<file path="config.mk">
export PLATFORM = sky130hd
export DESIGN_NAME = wb_timer_flat
export DESIGN_NICKNAME = d
export VERILOG_FILES = /design/src/rtl/wb_timer_if.sv /design/src/rtl/wb_timer.sv /design/src/flat_wrapper.sv
export SDC_FILE = /design/constraint.sdc
export NUM_CORES = 1
export LEC_CHECK = 0
export BUFFER_PORTS_ARGS = -buffer_cell sky130_fd_sc_hd__buf_2
export CORE_MARGIN = 2
export CORE_UTILIZATION = 40
export CTS_CLUSTER_SIZE = 14
export DETAILED_ROUTE_END_ITERATION = 10
export GPL_ROUTABILITY_DRIVEN = 0
export SLEW_MARGIN = 40
export SYNTH_ARGS = -nofsm -noshare
export SYNTH_HDL_FRONTEND = slang
export SYNTH_SLANG_ARGS = --single-unit
export TNS_END_PERCENT = 5
</file>
<file path="constraint.sdc">
create_clock -name clk -period 3.03 [get_ports clk]
set_clock_uncertainty 0.2 [all_clocks]
set_input_delay 0.1515 -clock clk [delete_from_list [all_inputs] [get_ports clk]]
set_output_delay 0.1515 -clock clk [all_outputs]
set_load 0.01 [all_outputs]
</file>
<file path="src/rtl/wb_timer_if.sv">
// wb_timer_if: classic Wishbone bus bundle (interface wb_if) with master and slave views.
interface wb_if #(
    parameter int AW = 32,
    parameter int DW = 32
);
    logic [AW-1:0]   adr;
    logic [DW-1:0]   dat_w;
    logic [DW-1:0]   dat_r;
    logic            cyc;
    logic            stb;
    logic            we;
    logic [DW/8-1:0] sel;
    logic            ack;
    logic            err;

    modport master (output adr, dat_w, cyc, stb, we, sel, input dat_r, ack, err);
    modport slave  (input adr, dat_w, cyc, stb, we, sel, output dat_r, ack, err);
endinterface

</file>
<file path="src/rtl/wb_timer.sv">
// wb_timer: Wishbone 32-bit timer with compare match, auto-reload and level irq.
// Define WB_TIMER_PRESCALER_EN to build the 8-bit tick prescaler in CTRL[15:8].
module wb_timer #(
    parameter int WB_ADDR_WIDTH = 32,
    parameter int WB_DATA_WIDTH = 32
) (
    input  logic clk,
    input  logic rst,
    wb_if.slave  s,
    output logic irq_o
);
    logic                     en, irq_en, auto_reload, match, ack, rdy, tick, hit;
    logic                     req, wr, wr_ctrl, wr_count, wr_cmp, clr;
    logic [1:0]               idx;
    logic [7:0]               prescale;
    logic [31:0]              count, compare;
    logic [WB_DATA_WIDTH-1:0] rd_mux, dat_r;

    function automatic logic [31:0] merge(input logic [31:0] old, input logic [31:0] din,
                                          input logic [3:0] sel);
        logic [31:0] r;
        for (int i = 0; i < 4; i++) r[8*i +: 8] = sel[i] ? din[8*i +: 8] : old[8*i +: 8];
        return r;
    endfunction

    assign idx      = WB_ADDR_WIDTH > 3 ? s.adr[3:2] : 2'b00;
    // rdy holds off the first request until the second edge after reset
    assign req      = s.cyc && s.stb && !ack && rdy;
    assign wr       = req && s.we;
    assign wr_ctrl  = wr && idx == 2'd0;
    assign wr_count = wr && idx == 2'd1;
    assign wr_cmp   = wr && idx == 2'd2;
    assign clr      = wr && idx == 2'd3 && s.sel[0] && s.dat_w[0];
    assign hit      = tick && count == compare;

`ifdef WB_TIMER_PRESCALER_EN
    logic [7:0] psc;
    assign tick = en && psc == prescale;
    always_ff @(posedge clk) begin
        if (rst || !en || tick) psc <= '0;
        else psc <= psc + 8'd1;
        if (rst) prescale <= '0;
        else if (wr_ctrl && s.sel[1]) prescale <= s.dat_w[15:8];
    end
`else
    assign tick     = en;
    assign prescale = '0;
`endif

    always_comb
        rd_mux = idx == 2'd0 ? {16'd0, prescale, 5'd0, auto_reload, irq_en, en} :
                 idx == 2'd1 ? count :
                 idx == 2'd2 ? compare : {31'd0, match};

    always_ff @(posedge clk) begin
        if (rst) begin
            rdy         <= 1'b0;
            ack         <= 1'b0;
            dat_r       <= '0;
            en          <= 1'b0;
            irq_en      <= 1'b0;
            auto_reload <= 1'b0;
            count       <= '0;
            compare     <= '1;
            match       <= 1'b0;
        end else begin
            rdy <= 1'b1;
            ack <= req;
            if (req && !s.we) dat_r <= rd_mux;
            if (wr_ctrl && s.sel[0]) {auto_reload, irq_en, en} <= s.dat_w[2:0];
            // a bus write beats the tick; the match still uses the old count
            if (wr_count) count <= merge(count, s.dat_w, s.sel);
            else if (tick) count <= hit && auto_reload ? '0 : count + 32'd1;
            if (wr_cmp) compare <= merge(compare, s.dat_w, s.sel);
            if (hit) match <= 1'b1;
            else if (clr) match <= 1'b0;
        end
    end

    assign s.ack   = ack;
    assign s.dat_r = dat_r;
    assign s.err   = 1'b0;
    assign irq_o   = match & irq_en;
endmodule

</file>
<file path="src/flat_wrapper.sv">
// flat-port wrapper written by rule: the top's interface ports become plain ports
module wb_timer_flat 
#(
    parameter int WB_ADDR_WIDTH = 32,
    parameter int WB_DATA_WIDTH = 32
)
  (clk, rst, irq_o, s_adr, s_dat_w, s_cyc, s_stb, s_we, s_sel, s_dat_r, s_ack, s_err);
  wb_if #(.AW(32), .DW(32)) s_i ();
  input  logic clk;
  input  logic rst;
  output logic irq_o;
  input wire logic [$bits(s_i.adr)-1:0] s_adr;
  input wire logic [$bits(s_i.dat_w)-1:0] s_dat_w;
  input wire logic [$bits(s_i.cyc)-1:0] s_cyc;
  input wire logic [$bits(s_i.stb)-1:0] s_stb;
  input wire logic [$bits(s_i.we)-1:0] s_we;
  input wire logic [$bits(s_i.sel)-1:0] s_sel;
  output wire logic [$bits(s_i.dat_r)-1:0] s_dat_r;
  output wire logic [$bits(s_i.ack)-1:0] s_ack;
  output wire logic [$bits(s_i.err)-1:0] s_err;
  assign s_i.adr = s_adr;
  assign s_i.dat_w = s_dat_w;
  assign s_i.cyc = s_cyc;
  assign s_i.stb = s_stb;
  assign s_i.we = s_we;
  assign s_i.sel = s_sel;
  assign s_dat_r = s_i.dat_r;
  assign s_ack = s_i.ack;
  assign s_err = s_i.err;
  wb_timer #(.WB_ADDR_WIDTH(WB_ADDR_WIDTH), .WB_DATA_WIDTH(WB_DATA_WIDTH)) u_core (.clk(clk), .rst(rst), .s(s_i), .irq_o(irq_o));
endmodule
</file>
# After elaboration in Yosys (flattened, before gate mapping)
# Cells that the tools add are included.
dict set report classes {
  bitwise_logic 1
  muxes 13
  reduce_logical 27
  add_sub_neg 1
  eq_ne 8
}
# op count
set ops {}
lappend ops {{$mux W32} 6}
lappend ops {{$add A32 B1 Y32 const B} 1}
lappend ops {{$eq A32 B32 Y1} 1}
lappend ops {{$mux W8} 4}
lappend ops {{$reduce_and A2 Y1} 8}
lappend ops {{$logic_and A1 B1 Y1} 14}
lappend ops {{$ne A2 B2 Y1 const B} 4}
lappend ops {{$eq A2 B2 Y1 const B} 2}
lappend ops {{$reduce_bool A2 Y1} 2}
lappend ops {{$mux W1} 3}
lappend ops {{$eq A2 B1 Y1 const B} 1}
lappend ops {{$logic_not A1 Y1} 2}
lappend ops {{$logic_not A2 Y1} 1}
lappend ops {{$and A1 B1 Y1} 1}
dict set report totals {
  out_inout_bits 35
  ff_bits 102
  wordCells 65
}

# Longest topological paths before layout
# Gate-level depths: netlist of run 1.
dict set report depth {
  depth_word 9
  ltp_mapped 9
  mapped_depth_nobuf 7
}

# Least setup slack after synthesis of run 1
# Ideal clock, no wire load.
dict set report synth_timing {
  path_kind {register -> register}
  start {register u_core.count[4]}
  end {register u_core.count[21]}
  setup_time_ns 0.070
  required_ns 2.760
  t_arrival_ns 1.802
  path_stages_with_launch 8
  path_slack_ns 0.959
  path_buffers 1
  path_cell_list {dfxtp_1 > clkbuf_2 > nand4_4 > nor4_4 > nand3_1 > xnor2_1 > a221o_1 > a21oi_1}
}
dict set report synth_between {
  elab_chain_len 6
  elab_cells_between_ends 7
  classes_between {1 x add/sub; 1 x eq/ne; 3 x mux; 2 x reduce/logical}
}
# element line_no
set synth_rtl {}
lappend synth_rtl {{from (decl)} wb_timer.sv:16} ;# logic [31:0] count, compare;
lappend synth_rtl {{from (signal assigned)} wb_timer.sv:72} ;# if (wr_count) count <= merge(count, s.dat_w, s.sel);
lappend synth_rtl {{from (signal assigned)} wb_timer.sv:73} ;# else if (tick) count <= hit && auto_reload ? '0 : count + 32'd1;
lappend synth_rtl {{branches (longest 3 deep; another with $add A32 B1 Y32)} -}
lappend synth_rtl {{$mux W32 (*) (2 in series)} wb_timer.sv:73}
lappend synth_rtl {{$mux W32 (*)} wb_timer.sv:72}
# Every way passes the cells marked *. The select of a mux whose other input is x is not followed.
# A chain may end at the register's enable or synchronous reset.

# Final worst setup path of run 1
dict set report layout_timing {
  start {register u_core.count[7]}
  end {register u_core.count[6]}
}
dict set report layout_between {
  elab_chain_len 6
}
# element line_no
set layout_rtl {}
lappend layout_rtl {{$eq A32 B32 Y1} wb_timer.sv:34} ;# assign hit = tick && count == compare;
lappend layout_rtl {{$logic_and A1 B1 Y1} wb_timer.sv:34}
lappend layout_rtl {{$logic_and A1 B1 Y1} wb_timer.sv:73}
lappend layout_rtl {{$mux W32 (2 in series)} wb_timer.sv:73}
lappend layout_rtl {{$mux W32} wb_timer.sv:72}
# No other way between the ends. The select of a mux whose other input is x is not followed.

==> results of run 1 <==
[power groups by stage]
| stage | Clock [W] | Sequential (W) | Combinational (W) |
|---|---|---|---|
| 2_1_floorplan | 0 | 0.00144 | 0.000169 |
| 3_3_place_gp | 0 | 0.00145 | 0.000263 |
| 3_5_place_dp | 0 | 0.00146 | 0.000267 |
| 4_1_cts | 0.00146 | 0.00142 | 0.000300 |
| 5_1_grt | 0.00151 | 0.00143 | 0.000328 |
| 6_report | 0.00144 | 0.00143 | 0.000302 |
[worst max path at each step]
stage	start	to	slack, ps	cells after the start
floorplan	u_core.count[4]	u_core.count[21]	960	7
global placement	u_core.count[4]	u_core.count[6]	540	7
detailed placement	u_core.count[4]	u_core.count[6]	520	7
CTS	u_core.count[4]	u_core.count[6]	510	7
global route	u_core.count[7]	u_core.count[6]	270	7
finish	u_core.count[7]	u_core.count[6]	480	7
[cells by family after synthesis]
logic type / after synthesis
fa+ha+maj: 1
buf+inv: 63
xor+xnor: 41
simple gates: 271
mux: 6
flops: 102
compound gates: 181
other cells: 1
[final cells by class]
class                      instances  area [sq um]  share of cell area (%)
tap                              176           220                    3.34
clock inverter                     6           133                    2.01
multi-input combinational        501          3030                    45.9
timing repair buffer             132           896                    13.6
clock buffer                      10           239                    3.62
sequential                       102          2040                    30.9
inverter                          11          41.3                   0.626
[placed cells by master, fill, tap and decap left out, drive strengths merged, types with 33 or more instances in the layout]
master / Yosys / routed
nor2: 64 / 64
dlygate4sd3: 0 / 33
a211oi: 41 / 41
dfxtp: 102 / 102
nand3: 51 / 51
nand2: 97 / 97
buf: 13 / 99
[worst reg2reg max path: stages (launching register included)]
cell and delay (ps):
dfxtp_1 370, xnor2_1 350, nand4_1 130, nor3_1 370, nand4_1 350, buf_4 300, o21bai_1 160, a32o_1 210
[stage by stage]
| stage | hold WS (ps) | total power, W | util [%] | setup WS (ps) |
|---|---|---|---|---|
| after floorplan | 75.7 | 0.00161 | - | 959 |
| after global placement | 179 | 0.00172 | 44.9 | 538 |
| after detailed placement | 187 | 0.00172 | 44.9 | 520 |
| after CTS | 41.1 | 0.00318 | 50.2 | 511 |
| after global routing | 69.2 | 0.00327 | 50.2 | 267 |
| final | 43.4 | 0.00317 | 50.2 | 477 |
[flip-flops by register name, indices dropped and copies added, names as in the netlist]
register and count:
u_core.compare 32, u_core.count 32, u_core.s.dat_r 32, u_core.auto_reload 1, u_core.en 1, u_core.irq_en 1
u_core.match 1, u_core.rdy 1, u_core.s.ack 1
[per-layer routing]
metal	GRT usage [%]	vias to the layer above
li1	-	2610
met1	31.6	2559
met2	35.6	218
met3	4.79	37
met4	10.6	0
met5	0	-
==> metrics.md, run 1 <==
| Metric | Value |
|---|---|
| Outcome | complete, no violations |
| Post-Synth Adder-Cell Area | 0.235% |
| Synth Area per Inst | 7.99 sq um |
| First-pass GRT wire length | 26200 um |
| Setup slack, reg-to-reg | 480 ps |
| Critical Path Max Stage Delay | 370 ps |
| Fill cells | 1260 |
| Minimum clock period after layout | 2550 ps |
| P&R area growth vs syn | 24.1% |
| Post-synth EDFFs | 0 |
| Placed insts | 889 |
| WHS Path Cells | 2 |
| Min-delay worst type | primary input to register |
| Synth top cells by count | dfxtp_1 (102), nand2_1 (96), nor2_1 (63) |
| P_int | 0.00243 W |
| Reg-to-Reg End | u_core.count[6] |
| Initial Utilization | 40.5% |
| TritonCTS Sinks | 102 |
| Die H | 119 um |
| Total grt overflow | 0 |
| Post-synthesis mux area share | 1.36% |
| Largest delay contributor family on the critical path | simple AND/OR/NAND/NOR gates |
| Synth top area share | 38.4% |
| Hpwl dp | 11700 um |
| Post-DRT Antenna Nets | 0 |
| Drt total wl | 16500 um |
| WL met2 | 7410 um |
| Layout Nets | 831 |
| Inserted Clock Buffers | 9 |
| Vias in the first global route | 5013 |
| Worst hold endpoint | u_core.count[5] |
| CP startpoint kind | register |
| Vias per cell | 5.78 |
| DR vias | 5424 |
| Total setup buffers inserted after CTS | 0 |
| FF+latch count, synth | 102 |
| Peak VDD IR | 308 uV |
| Resized cells post-CTS | 0 |
| YS warnings | 0 |
| Synth area leaders | dfxtp_1 (38%), nand2_1 (6.8%), a211oi_1 (5.4%) |
| Sequential area share after synthesis | 38.4% |
| Max-slew violations | 0 |
| Gate Count Post-Synth | 666 |
| Most common cell on crit path | nand4_1 |
| Top sig layer | met4 |
| Diodes inserted | 0 |
| Buffers added on ports | 76 |
| DR WL/cell | 17.6 um |
| RR Startpoint | u_core.count[7] |
| Cell depth of the worst flop-to-flop path | 7 |
| Distinct cell type count after synthesis | 66 |
| Most used DFF post-synth | dfxtp_1 |
| Final hold viol count | 0 |
| Fin cells | 938 |
| RSZ-0062 raised after global routing | no |
| I/O pin cnt | 108 |
| Die width | 119 um |
| Required @ worst endpoint | 3080 ps |
| CP Cell Sequence | xnor2_1 > nand4_1 > nor3_1 > nand4_1 > buf_4 > o21bai_1 > a32o_1 |
| CP endpoint kind | register |
| Post-synth ARST share | 0% |
| Number of max-cap violations | 0 |
| Rows | 42 |
| CTS tree | built |
| Number of antenna violations at the first check in global routing | 0 |
| Fmax achieved | 392 MHz |
| Placed Area | 0.00590 sq mm |
| Post-synthesis simple-gate area fraction | 24.5% |
| Setup CP Type | register to register |
| Core box area | 0.0131 sq mm |
| DRC | 0 |
| Synth area leader | dfxtp_1 |
| DRT met1 WL | 7470 um |
| Sw power | 0.000743 W |
| Combinational power share | 9.5% |
| Crit path DAT | 2600 ps |
| CTS HTree Levels | 3 |
| Fin Setup TNS | 0 ps |
| Actual slew at the worst max-slew pin | 665 ps |
| Pwr Density | 480 mW/mm^2 |
| Hold Startpoint | rst |
| Sequential Power Share | 45.0% |
| Root Buffer | clkbuf_16 |
| Most common cell in the netlist | dfxtp_1 |
| Setup violators final | 0 |
| CTS Buffer Depth | 2 |
| Static power due to leakage | 2.60 nW |
| Complex-gate fraction of the synthesized area | 23.7% |
| CTS Hold Bufs | 33 |
| Period utilization | 84.3% |
| Switching Share | 23.4% |
| Die area | 0.0142 sq mm |
| Pre-antenna DRT Iters | 4 |
| Slowest-stage cell, CP | dfxtp_1 |
| Largest net degree at the start of global routing | 39 |
| Design area | 0.00660 sq mm |
| Met3 Wirelength | 1060 um |
| Synthesized Nets | 740 |
| Synthesized area | 0.00532 sq mm |
| Clk Latency, worst-skew pair | 360 ps |
| Tot GR Track Use | 23.3% |
| Share of layout cells above drive strength 1 | 18.0% |
| Post-synthesis xor/xnor area fraction | 6.75% |
| Clock-pin slew on the worst setup and hold paths | 70 ps |
| Clk pwr share | 45.5% |
| Critical Path Fanout Max | 9 |
| Largest family of logic cells by synthesized area | simple AND/OR/NAND/NOR gates |
| Slew headroom | 55.5% |
| Iteration-0 DRC count of the detailed router | 422 |
| CP Buf/Inv Count | 1 |
(Power assumes the default switching activity.)
==> run 2: changes to the inputs <==
- clock period: 3.03 -> 2.55 ns (I/O delays scaled with it)
==> metrics.md, run 2 (synthesis gave the netlist of run 1 again) <==
| Metric | Value |
|---|---|
| Combinational power share | 11.0% (+1.5 points) |
| Die width | 119 um (unchanged) |
| Resized cells post-CTS | 0 (unchanged) |
| Sequential cell area | 0.00204 sq mm (unchanged) |
| Total setup buffers inserted after CTS | 0 (unchanged) |
| DR vias | 5463 (+0.72%) |
| Largest net degree at the start of global routing | 63 (+62%) |
| Iteration-0 DRC count of the detailed router | 427 (+1.2%) |
| Peak VDD IR | 319 uV (+3.9%) |
| Cell depth of the worst flop-to-flop path | 8 (+1) |
| Static power due to leakage | 2.65 nW (+1.8%) |
| Total power | 0.00349 W (+10%) |
| Clock-pin slew on the worst setup and hold paths | 70 ps (about the same) |
| Root Buffer | clkbuf_16 |
| Minimum clock period after layout | 2420 ps (-136 ps) |
| Inserted Clock Buffers | 9 (unchanged) |
| Layout Nets | 844 (+1.6%) |
| Hold WS | 24.0 ps (-19.4 ps) |
| CP endpoint kind | register |
| DR WL/cell | 18.0 um (+2.8%) |
| P&R area growth vs syn | 25.1% |
| Pre-antenna DRT Iters | 5 (+1) |
| Hold Startpoint | s_cyc |
| RR Startpoint | u_core.count[4] |
| Vias per cell | 5.74 (-0.66%) |
| CTS HTree Levels | 3 (unchanged) |
| Share of layout cells above drive strength 1 | 19.1% (+1.1 points) |
| DRC | 0 (unchanged) |
| Clk pwr share | 40.7% (-4.8 points) |
| Critical Path Fanout Max | 10 (+1) |
| Hpwl dp | 11900 um (+1.6%) |
| Total grt overflow | 0 (unchanged) |
| Clk Latency, worst-skew pair | 360 ps (about the same) |
| Fin Setup TNS | 0 ps (unchanged) |
| Actual slew at the worst max-slew pin | 586 ps (-79.2 ps) |
| Drt total wl | 17200 um (+4.2%) |
| Number of antenna violations at the first check in global routing | 0 (unchanged) |
| Required @ worst endpoint | 2570 ps (-510 ps) |
| Die H | 119 um (unchanged) |
| Setup slack, reg-to-reg | 130 ps (-340 ps) |
| Number of max-cap violations | 0 (unchanged) |
| Post-DRT Antenna Nets | 0 (unchanged) |
| Setup violators final | 0 (unchanged) |
| Initial Utilization | 40.5% (unchanged) |
| RSZ-0062 raised after global routing | no |
| Setup CP Type | register to register |
| Rows | 42 (unchanged) |
| Final hold viol count | 0 (unchanged) |
| CTS Hold Bufs | 34 (+3.0%) |
| Most frequent cells in the layout | dfxtp_1 (102), nand2_1 (96), buf_2 (76) |
| CP startpoint kind | register |
| Core box area | 0.0131 sq mm (unchanged) |
| Slew headroom | 60.9% (+5.3 points) |
| Switching Share | 25.4% (+1.9 points) |
| TritonCTS Sinks | 102 (unchanged) |
| Footprint of the multi-input gates | 0.00303 sq mm (unchanged) |
| Tot GR Track Use | 24.5% (+1.2 points) |
| CTS tree | built |
| Period utilization | 94.8% (+11 points) |
| Sequential Power Share | 48.4% (+3.4 points) |
| First-pass GRT wire length | 27500 um (+5.0%) |
| Fmax achieved | 414 MHz (+5.6%) |
| Fill cells | 1276 (+1.3%) |
| Biggest registers after layout | u_core.compare: 32 flops, u_core.count: 32 flops, u_core.s.dat_r: 32 flops |
| Max-slew violations | 0 (unchanged) |
| Crit path DAT | 2440 ps (-160 ps) |
| CTS Buffer Depth | 2 (unchanged) |
| Vias in the first global route | 5259 (+4.9%) |
| Sw power | 0.000884 W (+19%) |
| Outcome | complete, no violations |
| Pwr Density | 524 mW/mm^2 (+9.1%) |
| Die area | 0.0142 sq mm (unchanged) |
| Min-delay worst type | primary input to register |
| WHS Path Cells | 4 (+2) |
| Buffers added on ports | 76 (unchanged) |
| Commonest non-fill, non-tap cell in the layout | dfxtp_1 |
| Diodes inserted | 0 (unchanged) |
| Worst hold endpoint | u_core.s.ack |
| Reg-to-Reg End | u_core.count[16] |
| I/O pin cnt | 108 (unchanged) |
| P_int | 0.00260 W (+7.2%) |
[run 2: worst max path at each step]
stage,from,end,slack (ps),depth (start not counted)
after floorplan,u_core.count[4],u_core.count[21],480,7
after global placement,u_core.count[4],u_core.count[16],250,8
after detailed placement,u_core.count[4],u_core.count[16],180,8
after CTS,u_core.count[4],u_core.count[16],160,8
after global routing,u_core.s.ack,u_core.count[4],50,6
final,u_core.count[4],u_core.count[16],130,8
[run 2: cell type report]
class / count / area share [%]
Inverter: 11 / 0.621
Clock buffer: 11 / 3.65
Timing Repair Buffer: 145 / 15.3
Multi-Input combinational cell: 501 / 45.5
Sequential cell: 102 / 30.7
Tap cell: 176 / 3.31
Clock inverter: 5 / 0.865
[run 2: metal layers]
metal / routed length [um] / global-route usage [%] / share of wire [%]
met5: 0 / 0 / 0
met4: 408 / 10.9 / 2.4
met3: 1120 / 3.83 / 6.5
met2: 8100 / 38.9 / 47
met1: 7530 / 33.0 / 44
[run 2: critical path: stages, from the launching register on]
cell      delay (ps)
dfxtp_1          490
xnor2_1          190
nand4_1          170
nor4_1           420
nand4_1          210
buf_4            240
o21ai_2          140
buf_4            170
a211oi_1          50
[run 2: power by group through the flow]
stage	registers [W]	clock network (W)	logic, W
2_1_floorplan	0.00171	0	0.000200
5_1_grt	0.00169	0.00152	0.000415
3_5_place_dp	0.00172	0	0.000339
6_report	0.00169	0.00142	0.000382
4_1_cts	0.00168	0.00144	0.000381
3_3_place_gp	0.00172	0	0.000333
[run 2: metrics by stage]
stage | instances | setup WS [ps] | util, % | instance area [sq um]
4_1_cts | 951 | 162 | 50.6 | 6650
5_1_grt | 951 | 48.1 | 50.6 | 6650
3_3_place_gp | 901 | 253 | 45.8 | 6010
3_5_place_dp | 901 | 178 | 45.8 | 6010
6_report | 951 | 133 | 50.6 | 6650
2_1_floorplan | 666 | 479 | - | 5320
